===== src/rtl/mips_pkg.sv =====
// Shared definitions for the MIPS multiply/HI-LO sequencer.
//   MULT_WIDTH   : default operand width
//   MULT_CNT_W   : iteration counter width for the default operand width
//   mult_state_t : sequencer state encoding (2'b11 is unused and recovers to IDLE)
//   mult_cnt_w() : counter width for an arbitrary operand width
package mips_pkg;

  localparam int MULT_WIDTH = 32;
  localparam int MULT_CNT_W = $clog2(MULT_WIDTH);

  typedef enum logic [1:0] {
    MULT_IDLE = 2'b00,
    MULT_BUSY = 2'b01,
    MULT_DONE = 2'b10
  } mult_state_t;

  // A counter is never narrower than one bit, even for WIDTH == 1.
  function automatic int mult_cnt_w(input int width);
    return (width > 1) ? $clog2(width) : 1;
  endfunction

endpackage


===== src/rtl/mult_step.sv =====
// One radix-2 shift-add iteration of an unsigned multiplier.
//   i_acc     : upper half of the running product
//   i_mplier  : lower half of the running product, holding the unconsumed multiplier bits
//   i_mcand   : multiplicand
//   o_acc     : next upper half
//   o_mplier  : next lower half
// The add is WIDTH+1 bits wide so the carry shifts back into the top of the accumulator.
module mult_step
  import mips_pkg::*;
#(
  parameter int WIDTH = MULT_WIDTH
) (
  input  logic [WIDTH-1:0] i_acc,
  input  logic [WIDTH-1:0] i_mplier,
  input  logic [WIDTH-1:0] i_mcand,
  output logic [WIDTH-1:0] o_acc,
  output logic [WIDTH-1:0] o_mplier
);

  logic [WIDTH:0] w_sum;

  always_comb begin
    w_sum = {1'b0, i_acc};
    if (i_mplier[0]) begin
      w_sum = {1'b0, i_acc} + {1'b0, i_mcand};
    end
    o_acc    = w_sum[WIDTH:1];
    o_mplier = {w_sum[0], i_mplier[WIDTH-1:1]};
  end

endmodule


===== src/rtl/mult_hilo_ctrl.sv =====
// Sequencer for the iterative MULT/MULTU unit and the HI/LO registers.
//   clk        : rising-edge clock
//   reset      : asynchronous reset, active low
//   start      : multiply issued from decode; sampled in IDLE only
//   is_signed  : 1 = MULT, 0 = MULTU; sampled with start
//   src_a      : multiplicand; sampled with start
//   src_b      : multiplier; sampled with start
//   flush      : abandons an in-flight multiply, HI/LO untouched
//   mfhi_req   : MFHI in decode
//   mflo_req   : MFLO in decode
//   stall_req  : multiply interlock request to the hazard unit
//   busy       : sequencer not in IDLE
//   done       : one-cycle pulse while the result is being written
//   hi, lo     : HI/LO registers
// Operands are reduced to magnitudes, multiplied unsigned over WIDTH cycles,
// and the sign is restored in DONE just before HI/LO are written.
module mult_hilo_ctrl
  import mips_pkg::*;
#(
  parameter int WIDTH = MULT_WIDTH
) (
  input  logic             clk,
  input  logic             reset,
  input  logic             start,
  input  logic             is_signed,
  input  logic [WIDTH-1:0] src_a,
  input  logic [WIDTH-1:0] src_b,
  input  logic             flush,
  input  logic             mfhi_req,
  input  logic             mflo_req,
  output logic             stall_req,
  output logic             busy,
  output logic             done,
  output logic [WIDTH-1:0] hi,
  output logic [WIDTH-1:0] lo
);

  localparam int CNT_W = mult_cnt_w(WIDTH);
  localparam logic [CNT_W-1:0] LAST_CNT = CNT_W'(WIDTH - 1);

  mult_state_t        r_state;
  mult_state_t        w_next_state;
  logic [CNT_W-1:0]   r_count;
  logic [WIDTH-1:0]   r_acc;
  logic [WIDTH-1:0]   r_mplier;
  logic [WIDTH-1:0]   r_mcand;
  logic               r_neg;
  logic [WIDTH-1:0]   r_hi;
  logic [WIDTH-1:0]   r_lo;

  logic [WIDTH-1:0]   w_mag_a;
  logic [WIDTH-1:0]   w_mag_b;
  logic               w_neg;
  logic [WIDTH-1:0]   w_step_acc;
  logic [WIDTH-1:0]   w_step_mplier;
  logic [2*WIDTH-1:0] w_prod;
  logic [2*WIDTH-1:0] w_result;

  // Magnitude of -2^(W-1) wraps to 2^(W-1), which is exact as an unsigned value.
  always_comb begin
    w_mag_a = (is_signed && src_a[WIDTH-1]) ? -src_a : src_a;
    w_mag_b = (is_signed && src_b[WIDTH-1]) ? -src_b : src_b;
    w_neg   = is_signed & (src_a[WIDTH-1] ^ src_b[WIDTH-1]);
  end

  mult_step #(
    .WIDTH(WIDTH)
  ) u_step (
    .i_acc    (r_acc),
    .i_mplier (r_mplier),
    .i_mcand  (r_mcand),
    .o_acc    (w_step_acc),
    .o_mplier (w_step_mplier)
  );

  assign w_prod   = {r_acc, r_mplier};
  assign w_result = r_neg ? -w_prod : w_prod;

  always_comb begin
    w_next_state = MULT_IDLE;
    case (r_state)
      MULT_IDLE: w_next_state = (start && !flush) ? MULT_BUSY : MULT_IDLE;
      MULT_BUSY: begin
        if (flush) begin
          w_next_state = MULT_IDLE;
        end else if (r_count == LAST_CNT) begin
          w_next_state = MULT_DONE;
        end else begin
          w_next_state = MULT_BUSY;
        end
      end
      MULT_DONE: w_next_state = MULT_IDLE;
      default:   w_next_state = MULT_IDLE;
    endcase
  end

  always_ff @(posedge clk or negedge reset) begin
    if (!reset) begin
      r_state  <= MULT_IDLE;
      r_count  <= '0;
      r_acc    <= '0;
      r_mplier <= '0;
      r_mcand  <= '0;
      r_neg    <= 1'b0;
      r_hi     <= '0;
      r_lo     <= '0;
    end else begin
      r_state <= w_next_state;
      case (r_state)
        MULT_IDLE: begin
          if (start && !flush) begin
            r_mcand  <= w_mag_a;
            r_mplier <= w_mag_b;
            r_acc    <= '0;
            r_neg    <= w_neg;
            r_count  <= '0;
          end
        end
        MULT_BUSY: begin
          if (!flush) begin
            r_acc    <= w_step_acc;
            r_mplier <= w_step_mplier;
            r_count  <= r_count + CNT_W'(1);
          end
        end
        MULT_DONE: begin
          // A flush arriving with the result still drops it.
          if (!flush) begin
            r_hi <= w_result[2*WIDTH-1:WIDTH];
            r_lo <= w_result[WIDTH-1:0];
          end
        end
        default: ;
      endcase
    end
  end

  assign busy      = (r_state != MULT_IDLE);
  assign done      = (r_state == MULT_DONE);
  assign stall_req = busy & (start | mfhi_req | mflo_req);
  assign hi        = r_hi;
  assign lo        = r_lo;

endmodule


===== config.mk =====
export PLATFORM = sky130hd
export DESIGN_NAME = mult_hilo_ctrl
export DESIGN_NICKNAME = d
export VERILOG_FILES = /design/src/rtl/mips_pkg.sv /design/src/rtl/mult_step.sv /design/src/rtl/mult_hilo_ctrl.sv
export SDC_FILE = /design/constraint.sdc
export NUM_CORES = 1
export LEC_CHECK = 0
export ABC_CLOCK_PERIOD_IN_PS = 9600
export BUFFER_PORTS_ARGS = -buffer_cell sky130_fd_sc_hd__buf_4
export CORE_MARGIN = 2
export CORE_UTILIZATION = 45
export CTS_CLUSTER_DIAMETER = 100
export DETAILED_ROUTE_END_ITERATION = 10
export GPL_TIMING_DRIVEN = 0
export SLEW_MARGIN = 20
export SYNTH_ARGS = -nofsm -noshare
export SYNTH_HDL_FRONTEND = slang
export SYNTH_SLANG_ARGS = --single-unit

===== constraint.sdc =====
create_clock -name clk -period 9.6 [get_ports clk]
set_input_delay 0.96 -clock clk [delete_from_list [all_inputs] [get_ports clk]]
set_output_delay 0.96 -clock clk [all_outputs]
set_load 0.005 [all_outputs]

Word-level counts from Yosys, hierarchy flattened
Index checks and enable logic that the tools add are counted.
{"block": "totals", "out_inout_bits": 67, "regBits": 168, "word_cells": 51}
{"block": "op_classes", "bitwise": 6, "n_eq_ne": 5, "add_sub_neg": 5, "mux": 17, "n_reduce_logical": 10}
{"op": "32-bit two-way mux", "n": 6}
{"op": "32-bit case mux with 2 select lines", "n": 2}
{"op": "64-bit two-way mux", "n": 1}
{"op": "32-bit negator", "n": 2}
{"op": "64-bit negator", "n": 1}
{"op": "32-bit by 32-bit adder with 33-bit output", "n": 1}
{"op": "33-bit two-way mux", "n": 1}
{"op": "5-bit two-way mux", "n": 2}
{"op": "5-bit case mux with 2 select lines", "n": 1}
{"op": "5-bit by 1-bit adder with 5-bit output, second input constant", "n": 1}
{"op": "5-bit == test, second input constant", "n": 1}
{"op": "2-bit two-way mux", "n": 2}
{"op": "2-bit inequality test, second input constant", "n": 2}
{"op": "2-bit case mux with 2 select lines", "n": 1}
{"op": "2-bit AND reduction", "n": 2}
{"op": "2-bit nonzero test", "n": 2}
{"op": "1-bit logical AND", "n": 3}
{"op": "3-bit AND reduction", "n": 1}
{"op": "1-bit AND", "n": 2}
{"op": "2-bit by 1-bit == test with 1-bit output, second input constant", "n": 1}
{"op": "2-bit == test, second input constant", "n": 1}
{"op": "2-bit zero test", "n": 1}
{"op": "1-bit bitwise OR", "n": 2}
{"op": "1-bit zero test", "n": 1}
{"op": "other kinds (3)", "n": 3}

Longest topological paths before layout
Gate-level depths: netlist of the first run.
{"block": "logic_depth", "ltp_word": 4, "ltp_mapped": 12, "mapped_depth_nobuf": 11}

Cells and area by module
Synthesis of the first run repeated with hierarchy kept, for this count alone.
{"block": "unflattened", "cells_unflattened": 1372, "area_unflattened_um2": 11720.0}
{"mod": "mult_hilo_ctrl", "seq_area_each_um2": 4204.0, "area_per_inst_um2": 9160.0, "instances": 1, "cells_per_inst": 1005}
{"mod": "mult_step", "seq_area_each_um2": 0.0, "area_per_inst_um2": 2560.0, "instances": 1, "cells_per_inst": 367}

Least setup slack after synthesis of the first run
No wires, ideal clock.
{"block": "synth_path", "path_type": "input to register", "from": "input port src_b[12]", "to": "register r_mplier[25]", "n_path_buf": 0, "required_ps": 9466, "arrival_time_ps": 3167, "setup_slack_ps": 6299, "path_stages": 8, "cell_sequence": "nor4_1 nand3_1 or3_1 or4_1 or2_2 o31ai_1 xor2_1 o22ai_1"}
{"block": "synth_between", "elab_chain_len": 4}
{"item": "from (decl)", "line": "mult_hilo_ctrl.sv:27", "text": "input logic [WIDTH-1:0] src_b,"}
{"item": "32-bit negator", "line": "mult_hilo_ctrl.sv:62", "text": "w_mag_b = (is_signed && src_b[WIDTH-1]) ? -src_b : src_b;"}
{"item": "32-bit two-way mux", "line": "mult_hilo_ctrl.sv:62"}
{"item": "32-bit two-way mux", "line": "mult_hilo_ctrl.sv:111", "text": "if (start && !flush) begin"}
{"item": "32-bit case mux with 2 select lines", "line": "mult_hilo_ctrl.sv:109", "text": "case (r_state)"}
{"item": "to (signal assigned)", "line": "mult_hilo_ctrl.sv:113", "text": "r_mplier <= w_mag_b;"}
{"item": "to (signal assigned)", "line": "mult_hilo_ctrl.sv:122", "text": "r_mplier <= w_step_mplier;"}
{"item": "to (decl)", "line": "mult_hilo_ctrl.sv:45", "text": "logic [WIDTH-1:0] r_mplier;"}
No other way between the ends. The select of a mux whose other input is x is not followed.
A chain may end at the register's enable or synchronous reset.

Worst setup path after layout of the first run
{"block": "layout_path", "from": "register r_mplier[0]", "to": "register r_hi[22] (netlist: hi[22])"}
{"block": "layout_between", "elab_chain_len": 2}
{"item": "64-bit negator", "line": "mult_hilo_ctrl.sv:77", "text": "assign w_result = r_neg ? -w_prod : w_prod;"}
{"item": "64-bit two-way mux", "line": "mult_hilo_ctrl.sv:77"}
{"item": "to (signal assigned)", "line": "mult_hilo_ctrl.sv:129", "text": "r_hi <= w_result[2*WIDTH-1:WIDTH];"}
{"item": "to (decl)", "line": "mult_hilo_ctrl.sv:48", "text": "logic [WIDTH-1:0] r_hi;"}
No other way between the ends.

==> results of run 1 <==
[layer usage]
metal | routed length, microns | vias to the layer above
li1 | - | 4894
met1 | 16300 | 4625
met2 | 12300 | 286
met3 | 1840 | 14
met4 | 194 | 0
met5 | 0 | -
[worst min-delay path, delay by kind of cell (launching register included)]
| family | cells | cell delay (ns) |
|---|---|---|
| simple gates | 1 | 0.05 |
| flops | 1 | 0.35 |
| compound gates | 1 | 0.06 |
[state kept, by name, summed over array words and instances (netlist names)]
register,count
hi,32
lo,32
r_acc,32
r_count,5
r_mcand,32
r_mplier,32
r_neg,1
r_state,2
[final cells by class]
class / instances / area (sq um)
Inverter: 16 / 60.1
Timing Repair Buffer: 138 / 1060
Clock inverter: 14 / 144
Sequential cell: 168 / 4200
Tap cell: 319 / 399
Clock buffer: 18 / 439
Fill cell: 2308 / 10700
Multi-Input combinational cell: 1012 / 6280
Buffer: 76 / 297
[placed cells by master, fill, tap and decap left out, drive strengths merged, types with 5 or more instances in the layout]
master  netlist  layout
nor4          5       5
clkbuf       70      88
a22oi        18      18
o31ai        41      41
nor2b         8       8
xnor2        42      42
and3          7       7
a21o         10      10
or4          23      23
a21oi        75      75
and2          6       6
o41ai        14      14
nand3        14      14
nand4        11      11
o21ai       215     215
nand2b       12      12
buf           6     144
inv          15      25
ha           37      37
xor2        107     107
mux2i         9       9
o211ai        8       8
or3          21      21
nor2         71      71
a31oi         5       5
nand2       187     187
dfrtp       168     168
nor3         18      18
[per-stage QoR]
stage	instances	total power [mW]	setup slack, ns	util [%]
6_report	1761	2.90	5.91	54.8
4_1_cts	1761	2.89	5.88	54.8
2_1_floorplan	1272	1.83	6.30	-
3_5_place_dp	1729	2.20	5.77	52.3
5_1_grt	1761	3.10	5.74	54.8
3_3_place_gp	1727	2.18	5.76	52.1
[power by group]
part	leakage [nW]	internal, mW	total [mW]	switching, mW
Sequential	2.22	0.835	1.07	0.237
Combinational	3.14	0.455	1.14	0.683
Clock	0.286	0.355	0.690	0.335
[cell families (layout without fill, tap and decap cells)]
| kind of cell | count (synthesis) | after routing | share of synthesized area (%) |
|---|---|---|---|
| fa+ha+maj | 38 | 38 | 4.46 |
| mux | 10 | 10 | 0.935 |
| buf+inv | 92 | 262 | 3.29 |
| flops | 168 | 168 | 38.8 |
| simple gates | 393 | 393 | 17.2 |
| compound gates | 422 | 422 | 23.3 |
| xor+xnor | 149 | 149 | 12.0 |
[worst paths after layout]
kind | from | endpoint | slack [ns] | cells past startpoint
setup / recovery | r_mplier[0] | hi[22] | 5.91 | 12
hold / removal | lo[27] | lo[27] | 0.48 | 2
setup reg to reg | r_mplier[0] | hi[22] | 5.91 | 12
hold reg to reg | lo[27] | lo[27] | 0.48 | 2
max in group asynchronous | reset | hi[11] | 8.23 | 2
min in group asynchronous | reset | r_count[2] | 0.52 | 1
==> impl_summary.md, run 1 <==
Global route
The largest net degree at the start of global routing is 89. The leftover overflow at the end of global routing is 0. The via count of the first global-routing pass is roughly 9200. The routing usage on met2 is 34.6%. The number of antenna violations at the first check in global routing is 0. The fraction of met3 tracks used by global routing is 3.54%. The first global-routing pass estimated 50000 microns of wire.

For this run, the total global-route usage over all layers was measured as ~24%. The busiest metal layer after global routing is met1. The met1 usage in global routing is 39.5%.

Job
The tool flagged a number of max-cap violations equal to 0.

CTS
The clock net in this run drives a total of ~170 sinks. After clock tree synthesis, the repair step resized 0 gates. In this run the post-CTS setup repair buffer count came out at 0. In this run the deepest clock path goes through 2 buffers.

The later pin in the worst-skew pair is clocked with a latency of 0.44 ns. In this run, CTS created clock tree buffers numbering 17. TritonCTS built the clock tree. After clock tree synthesis, the flow added hold-fix buffers numbering 0. The maximum level of the CTS H-tree is 4. Clock-pin slew was measured on the worst setup and hold paths at 0.08 ns. In this run the clock root is driven by a clkbuf_16.

Route
After detailed routing, the number of vias per cell comes to around 5.6. The mean routed wirelength per cell is between 15 and 20 microns. In the routed design, unresolved DRC markers number 0. The detailed-router iteration count before antenna repair is 5.

For this block, the via count after detailed routing is between 9000 and 10000. The count of nets left with antenna violations once routing finished came out at 0. For this block, the initial DRC count from the detailed router was 643.

The total routed wirelength is 30600 microns.

Final layout
Summing all non-filler instances in the final layout gives an area of 12900 sq um. Cells with a size suffix above 1 make up 13.9% of the layout. The number of diodes added for antenna fixing is 0.

The growth of design area from synthesis to finish is 18.9%. The final net count is roughly 1500.

Synth
The largest area contributor in the synthesized netlist is dfrtp_1. After synthesis, the share of flip-flops with an asynchronous set or reset is 100%. The sequential share of the synthesized area is 38.8%. The total of flip-flops plus latches after synthesis is 168. The per-instance average area after synthesis is around 8.5 sq um. Counting distinct cell types in the post-synthesis netlist gives 64.

Ranked by instance count, the synthesized netlist is headed by 204 x o21ai_0, 187 x nand2_1, 168 x dfrtp_1. In the post-synthesis netlist, the cell with the most instances is o21ai_0. The most instantiated flip-flop cell in the synthesis netlist is dfrtp_1. In this run, synthesis inferred 0 flip-flops with an integrated enable.

The top-area cell type share of the netlist area is 38.8%. Yosys attributes the largest share of cell area to dfrtp_1 39%, o21ai_0 9.4%, xor2_1 8.6%, nand2_1 6.5%, ha_1 4.3%. The Yosys step of the flow raised 0 warnings. The number of nets produced by synthesis is 1381. The synthesized netlist occupies a cell area of 10800 sq um. The cell count after synthesis came out at 1272.

Hold path
The worst hold path belongs to the class register to register.

Placement
The count of buffers added on input and output ports is 136. The routability congestion estimate from global placement is around 0.9. After detailed placement, the total cell area comes to 12300 sq um.

The sum of net half-perimeters after detailed placement is about 24000 microns.

Floorplanning
The area of the placeable core is approximately 24000 sq um. The number of top-level pins is roughly 140. The y dimension of the die is 159 microns.

The die covers 25300 sq um. In this run the core area contains 56 standard-cell rows. The starting density of the core is 46.0%. The die width is 159 microns.

Status
The run finished with clean final reports.

Setup path
Together, buffers and inverters on the worst path number 3. The worst setup path is launched from a register. The master of the slowest instance on the critical path is or4_4. The data required time at the worst endpoint is 9.90 ns. The signal arrival time at the worst endpoint is 3.99 ns. For this run, the slowest stage of the critical path takes roughly 0.63 ns. The critical path endpoint category is a register. The family with the most delay on the worst path is simple AND/OR/NAND/NOR gates. The critical path is of the register to register type. The signal on the critical path passes through clkbuf_1 > clkinv_1 > ha_1 > nand2b_1 > nor3_4 > nand4_1 > or4_4 > or3_1 > buf_2 > o41ai_2 > xor2_1 > o21ai_1. The highest fanout seen on the critical path is 10.

STA
On the final layout, the worst hold slack is 0.481 ns. The final-report max-slew violation count is 0. Across the routed clock network, the largest skew measured is 0.0144 ns.

In the finished design, the share of the clock period the worst path needs comes to 38.4%. The total of endpoints with negative setup slack in the final report is 0. In the final timing run, aggregate negative setup slack is 0 ns. Setup repair after global routing left no endpoint under its margin. The number of endpoints with negative hold slack in the final report is 0. Timing would allow up to 271 MHz. For the pin with the worst max-slew slack, the measured transition is 0.936 ns. The time the worst path needs with I/O delays and setup is 3.69 ns. Headroom to the max-slew limit came out at between 30% and 40%.

Power
Power spread over the standard cell area amounts to ~230 nW/um^2. The leakage component of the power is 5.64 nW. The peak supply drop is 0.126 mV.
Power figures use the tool's default switching activity.
==> run 2: changes to the inputs <==
- ABC_CLOCK_PERIOD_IN_PS: 9600 -> 3000
- PLACE_DENSITY: unset -> 0.67
- clock period: 9.6 -> 3 ns (I/O delays scaled with it)
==> run 2 against run 1 <==
  * The run now ends with setup timing left
  * Sequential power grew to 3.2 times the previous value
  * Flip-flop and latch count stayed put
  * First-iteration DRC count is 12% higher
  * Sequential share of layout area is 1.4 points lower
  * Die area stayed put
  * Fmax is 18% higher
  * Total power grew to 3.4 times the previous value
  * Clock skew is 0.00098 ns lower
  * Clock-buffer cell count is 1 lower
  * Via count is 3.2% higher
==> impl_summary.md, run 2 (synthesis gave the netlist of run 1 again) <==
Status
The flow ran to the end, but the final reports show violations. The checks that failed: setup timing.

Final layout
The most common library cell in the layout ignoring fill and taps is o21ai_0. The growth of design area from synthesis to finish is 24.7%. 0 antenna diodes ended up in the layout. Fill cells in the final layout number 2144.

The post-route netlist has 18.9% of its cells at a drive strength greater than 1. Cells fill 57.4% of the core in the end. The final net count is around 1600.

In the layout the commonest cells are 198 x o21ai_0, 187 x nand2_1, 174 x buf_4.

Route
Signal routing reaches up to met5. In the detailed route, the total length drawn on met2 is 13200 microns. After detailed routing, the number of vias per cell comes to 5.63. For this block, wires on met1 add up to 15600 microns. In the final routed layout, each cell accounts on average for 17.5 microns. The detailed router finished its first iteration with around 720 violations.

The DRC violation count after routing is 0. The total number of vias is 10100. The routed wire length on met3 is 2230 microns. The first detailed-routing pass ran for 7 iterations. Summed over all layers, the routed wires come to 31500 microns. The detail route stage leaves a number of antenna-violating nets equal to 0.

CTS
The total clock sinks is 168. The number of buffers on the longest clock path is 2. The total CTS buffers is 17. The clock tree root driver cell is clkbuf_16. The insertion delay to the later sink of the worst-skew pair is 0.43 ns. The H-tree generated during clock tree synthesis spans 4 levels. The TritonCTS clock tree is yes. Clock-pin slew was measured on the worst setup and hold paths at 0.07 ns.

Global route
The number of antenna violations at the first check in global routing is 0. The first global-routing pass estimated 49400 microns of wire. The largest net degree at the start of global routing is 94. The leftover overflow at the end of global routing is 0. The via count of the first global-routing pass was 9208.

The all-layer global routing usage is approximately 24%.

STA
Timing would allow up to 319 MHz. The worst path in the final design needs a cycle of 3.13 ns, including I/O delays and setup. Hold timing on the final database bottoms out at a slack of 0.143 ns. The worst-case headroom to the max-slew limit is a little under two fifths.

The slew at the pin with the worst max-slew slack is between 0.9 and 1 ns. Clock skew on the completed layout was measured at 0.0134 ns. Setup violations remaining at the end of the flow were counted as 8. After layout, the worst setup slack is -0.133 ns.

Setup repair after global routing could not meet its margin everywhere. The final-report max-slew violation count is 0. The number of endpoints with negative hold slack in the final report was 0. The worst path uses 104% of the clock period.

Setup path
The critical path class is register to register. The data required time at the worst endpoint is between 3 and 4 ns. The critical path starts at r_mplier[24]. The signal arrival time at the worst endpoint is 3.43 ns. The critical path endpoint category is a register. Of all nets on the critical path, the largest fanout is 8. The critical register-to-register path startpoint is r_mplier[24]. The kind of start point of the critical path is a register.

Power
The analysis attributes to cell leakage a power of a little under 6 nW. The total power divided by cell area is 729 nW/um^2. The peak supply drop is 0.410 mV.

Job
Max-cap violations in this run came to 0.

Floorplanning
The die covers 25300 sq um. The starting density of the core is 46.0%. The number of top-level pins is around 140. The die width is 159 microns. After floorplanning, the core was divided into 56 placement rows.

The y dimension of the die is 159 microns. The area of the placeable core is 23500 sq um.

Hold path
In this run the worst hold path is classified as primary input to register. In this run the most critical hold path is launched from src_a[1].

Placement
The number of I/O port buffers is 136. Routability-driven placement finished with a final weighted congestion of 0.926. The sum of net half-perimeters after detailed placement is between 20000 and 25000 microns.
-- run 2: cell types whose count changed in the layout (fill, tap and decap cells not counted), sizes merged --
| cell | change |
|---|---|
| bufinv | +1 |
| clkinv | -1 |
| dlygate4sd3 | +1 |
| inv | -2 |
| buf | +39 |
| clkinvlp | +2 |
| clkbuf | -2 |
-- run 2: metrics by stage --
stage | setup TNS, ns | total power, mW | cell area, sq um | worst slack [ns] | std cells
after floorplan | -0.130 | 5.88 | 10900 | -0.0692 | 1272
after global placement | -17.56 | 6.98 | 12300 | -0.540 | 1727
after detailed placement | -6.20 | 7.04 | 12300 | -0.616 | 1728
after CTS | -0.277 | 9.55 | 13200 | -0.0871 | 1776
after global routing | -1.65 | 10.5 | 13500 | -0.201 | 1799
final | -0.609 | 9.85 | 13500 | -0.133 | 1799
-- run 2: critical path: stages, from the launching register on --
cell,delay (ns)
dfrtp_2,0.43
or4_4,0.58
nor4_4,0.19
nand4_1,0.19
or4_4,0.47
or3_4,0.36
buf_12,0.15
buf_4,0.14
o31ai_4,0.18
xor2_1,0.19
o21ai_1,0.10
-- run 2: where the power goes --
group / switching, mW / leakage [nW] / internal (mW) / total, mW
Sequential: 0.733 / 2.20 / 2.69 / 3.42
Clock: 1.02 / 0.276 / 1.18 / 2.19
Combinational: 2.48 / 3.43 / 1.76 / 4.24
Total: 4.23 / 5.90 / 5.63 / 9.85
-- run 2: area by class of cell --
| type | instances | area [sq um] | area share, % |
|---|---|---|---|
| Multi-Input combinational cell | 1012 | 6540 | 48.4 |
| Sequential cell | 168 | 4220 | 31.2 |
| Timing Repair Buffer | 179 | 1390 | 10.3 |
| Clock buffer | 17 | 425 | 3.15 |
| Tap cell | 319 | 399 | 2.95 |
| Buffer | 74 | 319 | 2.36 |
| Clock inverter | 14 | 155 | 1.15 |
| Inverter | 16 | 65.1 | 0.481 |
-- run 2: final timing paths --
| path | cells after the start | slack (ns) | to |
|---|---|---|---|
| hold reg to reg | 2 | 0.48 | lo[30] |
| max in group asynchronous | 3 | 1.70 | r_acc[16] |
| hold / removal | 3 | 0.14 | r_mcand[1] |
| min in group asynchronous | 2 | 0.42 | r_mplier[15] |
| setup reg to reg | 10 | -0.13 | hi[24] |
| setup / recovery | 10 | -0.13 | hi[24] |
-- run 2: layer usage --
layer | up-vias | global-route usage (%)
met4 | 2 | 5.87
met1 | 4780 | 37.6
met3 | 35 | 3.99
met5 | - | 0
met2 | 357 | 34.4
li1 | 4963 | -
-- run 2: repair_timing --
item                                    in CTS  in global routing
buffers inserted                            17                 24
hold endpoints to repair                    75                  0
gates resized for setup                     32                 37
hold buffers                                 1                  0
pin swaps                                    3                 14
endpoints found under the setup margin      23                 31
==> run 3: changes to the inputs <==
- SYNTH_HIERARCHICAL: unset -> 1
==> run 3 against run 2 <==
  * The flow now finishes without violations
  * Area after synthesis is 8.1% higher
  * Setup slack better by 0.21 ns
  * Die area is 7.9% higher
  * Clock-buffer cell count stayed put
  * Core utilization is 3.3 points lower
  * Clock power is 5% higher
  * Final area is 3.5% higher
  * Non-clock buffer count is 6 lower
  * Register-to-register slack better by 0.21 ns
  * Largest cell class unchanged
  * Largest power group unchanged
  * Highest routed layer is now met4
==> impl_summary.md, run 3 <==
Global route
After global routing the overflow that remains totals 0. In the global route stage, met3 resource usage came out at 3.82%. The via count of the first global-routing pass is 10500. The number of antenna violations at the first check in global routing is 1. Entering global routing, the biggest net connects 70 pins.

In the global route stage, met1 resource usage came out at 38.3%. For met2 alone, demand over resource in global routing was about 43%. The first-pass GRT wire length is 57100 microns. Global routing used 26.8% of the available tracks across all layers. In this run the most used layer during global routing was met2.

Synth
Counting instances in the post-synthesis netlist gives the leading cell types as 188 x nand2_1, 168 x dfrtp_1, 159 x o21ai_0. The gate count of the mapped netlist is 1372. Yosys printed 6 warnings. The number of nets produced by synthesis is ~1500. Of all flip-flops after synthesis, the portion carrying an async set or reset was 100%.

The number of synthesized flops with an enable pin is 0. In the synthesized netlist the dominant register cell turns out to be dfrtp_1. Ranked by total cell area, the synthesized netlist is headed by dfrtp_1 36%, o21ai_0 6.8%, xor2_1 6.5%, nand2_1 6.0%, xnor2_1 4.0%. Among all cell types in the netlist, the one instantiated most often is nand2_1. The largest area contributor in the synthesized netlist is dfrtp_1. The per-instance average area after synthesis is 8.54 sq um. The synthesized design contains 168 register bits.

The mapped cell area is 11700 sq um. The synthesized netlist contains 84 unique library cells. The top-area cell type share of the netlist area is 35.9%.

Sequential elements use 35.9% of the synthesized area.

Route
Using the TritonRoute via totals, the vias-per-cell ratio works out to 5.85. The mean routed wirelength per cell is 19.4 microns. The detailed-router iteration count before antenna repair is 5. The total routed wirelength is 36400 microns. The iteration-0 DRC count of the detailed router is between 800 and 900. The total number of vias is 11000. The DRC violation count after routing is 0. The number of nets with antenna violations after routing is 0.

Final layout
The final layout contains 1641 nets. The post-route netlist has 18.0% of its cells at a drive strength greater than 1. Leaving out fill and tap cells, the most frequent cells in the layout are 188 x nand2_1, 172 x buf_4, 167 x dfrtp_1.

The growth of design area from synthesis to finish is 19.3%. The most common library cell in the layout ignoring fill and taps is nand2_1. After routing the design area is 14000 sq um. Leaving out filler cells and counting taps, the final layout contains 1880.

The number of diodes added for antenna fixing is 0.

Hold path
The worst hold path startpoint is src_a[31]. The class of the tightest hold or removal check is primary input to register.

Setup path
The highest fanout seen on the critical path is 9. Traced cell by cell, the critical path runs through inv_1 > ha_1 > or3b_2 > clkbuf_1 > nor4b_2 > nand4_1 > buf_4 > o31ai_1 > xor2_1 > o21ai_0. In this design, the stage delay of the slowest critical-path cell is ~0.51 ns. The kind of start point of the critical path is a register.

The worst setup path is captured at a register. The total buffers and inverters traversed by the critical path is 3. The data required time at the worst endpoint is 3.31 ns.

The critical register-to-register path startpoint is r_mplier[0]. At the worst endpoint, the arrival time is 3.23 ns. The critical path class is register to register. The first element of the critical path is r_mplier[0]. The family with the most delay on the worst path is simple AND/OR/NAND/NOR gates. The slowest stage of the critical path belongs to the cell dfrtp_1.

CTS
The clock slew seen by the registers of the worst setup and hold paths is around 0.07 ns. CTS placed an instance of clkbuf_16 at the clock tree root. TritonCTS built the clock tree. In this run, CTS created clock tree buffers numbering 17. The insertion delay to the later sink of the worst-skew pair is 0.44 ns. The total clock sinks is 168. The number of buffers on the longest clock path is 2.

The H-tree was split into 4 levels.

STA
The worst path in the final design needs a cycle of 2.92 ns, including I/O delays and setup. The post-route fraction of the period consumed by the critical path is approximately 97%. The final-report max-slew violation count is 0. In this run the tightest slew margin relative to its limit is 35.7%. The maximum clock frequency is about 340 MHz. The total of endpoints with negative setup slack in the final report is 0. The clock tree skew after final layout is between 0.01 and 0.015 ns. The number of endpoints with negative hold slack in the final report is 0. At the pin with the least slew margin, the transition time is approximately 0.96 ns. Setup repair after global routing could not meet its margin everywhere.

The worst hold margin is 0.148 ns.

Power
The internal power of the cells totals 5.81 mW. The peak supply drop is 0.462 mV. The net switching power figure is 4.53 mW. The combinational share of power is 43.9%. The register share of total power is between 30% and 40%. The switching part of the total is 43.8%. The design draws 10.3 mW. For this design the ratio of total power to cell area is between 700 and 800 nW/um^2. In this run the static leakage power is 6.08 nW. Of the total power, the clock network draws between 20 and 25%.

Floorplanning
The starting density of the core is 45.4%. The area of the placeable core is 25800 sq um. From left edge to right edge, the die measures 165 microns. The initialized floorplan defines 59 standard-cell rows. The floorplan step set the die height to around 170 microns. The floorplan step defined a die boundary enclosing 27400 sq um. For this design the top-level I/O count stands at 138.

Job
The total of max-cap violations is 0.

Placement
In this run, placement finished with an instance count of 1846. The number of I/O port buffers is ~140. At the end of routability-driven placement, the weighted congestion stood at 0.945. The sum of net half-perimeters after detailed placement is 28400 microns.

Summing all placed instances gives a cell area of 13200 sq um.

Status
The flow ran to the end, and the final reports show no timing, DRC or antenna violations.
[run 3: final timing paths]
path | end | slack (ns) | cells after the start
worst min-delay path | r_mcand[31] | 0.15 | 3
min in group asynchronous | r_mcand[19] | 0.33 | 2
worst max register to register | hi[16] | 0.08 | 10
worst max-delay path | hi[16] | 0.08 | 10
max in group asynchronous | hi[0] | 1.71 | 4
worst min register to register | lo[14] | 0.48 | 2
[run 3: cells by family (layout without fill, tap and decap cells)]
family	Yosys count	in the layout	synth area share (%)
adders and majority gates	38	38	4.12
DFF	168	168	35.9
and+or+nand+nor	464	464	19.5
xor gates and xnor gates	140	140	10.5
muxes	23	23	2.19
buffers and inverters	119	292	4.97
AOI/OAI and AO/OA	420	420	22.8
[run 3: power by group through the flow]
| stage | combinational [mW] | clock (mW) | sequential, mW |
|---|---|---|---|
| finish | 4.54 | 2.31 | 3.50 |
| global route | 5.03 | 2.42 | 3.56 |
| CTS | 4.41 | 2.33 | 3.46 |
| detailed placement | 4.36 | 0 | 3.50 |
| global placement | 4.29 | 0 | 3.48 |
| floorplan | 3.32 | 0 | 3.15 |
[run 3: timing repair]
action                                  4_1_cts  5_1_grt
gates resized for setup                       4       15
setup buffers                                 2        3
pin swaps                                     1        4
hold buffers                                  1        0
endpoints found under the setup margin       58       27
endpoints found under the hold margin        38        0
[run 3: worst reg2reg max path: stages, from the launching register on]
cell	delay, ns
dfrtp_1	0.51
inv_1	0.20
ha_1	0.19
or3b_2	0.43
clkbuf_1	0.22
nor4b_2	0.37
nand4_1	0.14
buf_4	0.21
o31ai_1	0.27
xor2_1	0.17
o21ai_0	0.08
[run 3: final cells by class]
class	count	area, sq um
Buffer	102	519
Multi-Input combinational cell	1085	7030
Fill cell	2442	11900
Clock buffer	17	425
Timing Repair Buffer	145	1140
Inverter	13	48.8
Tap cell	335	419
Clock inverter	15	196
Sequential cell	168	4210
[run 3: routing by layer]
metal	share of wire, %	vias to the layer above
li1	-	5284
met1	46	5261
met2	45	413
met3	7.1	46
met4	1.7	0
met5	0	-
[run 3: metrics by stage]
stage | setup WS (ns) | setup TNS [ns] | util, %
after floorplan | 0.219 | 0 | -
after global placement | -0.114 | -0.755 | 51.0
after detailed placement | -0.132 | -2.43 | 51.2
after CTS | -0.000113 | -0.000113 | 53.8
after global routing | -0.0503 | -0.122 | 54.1
final | 0.0765 | 0 | 54.1
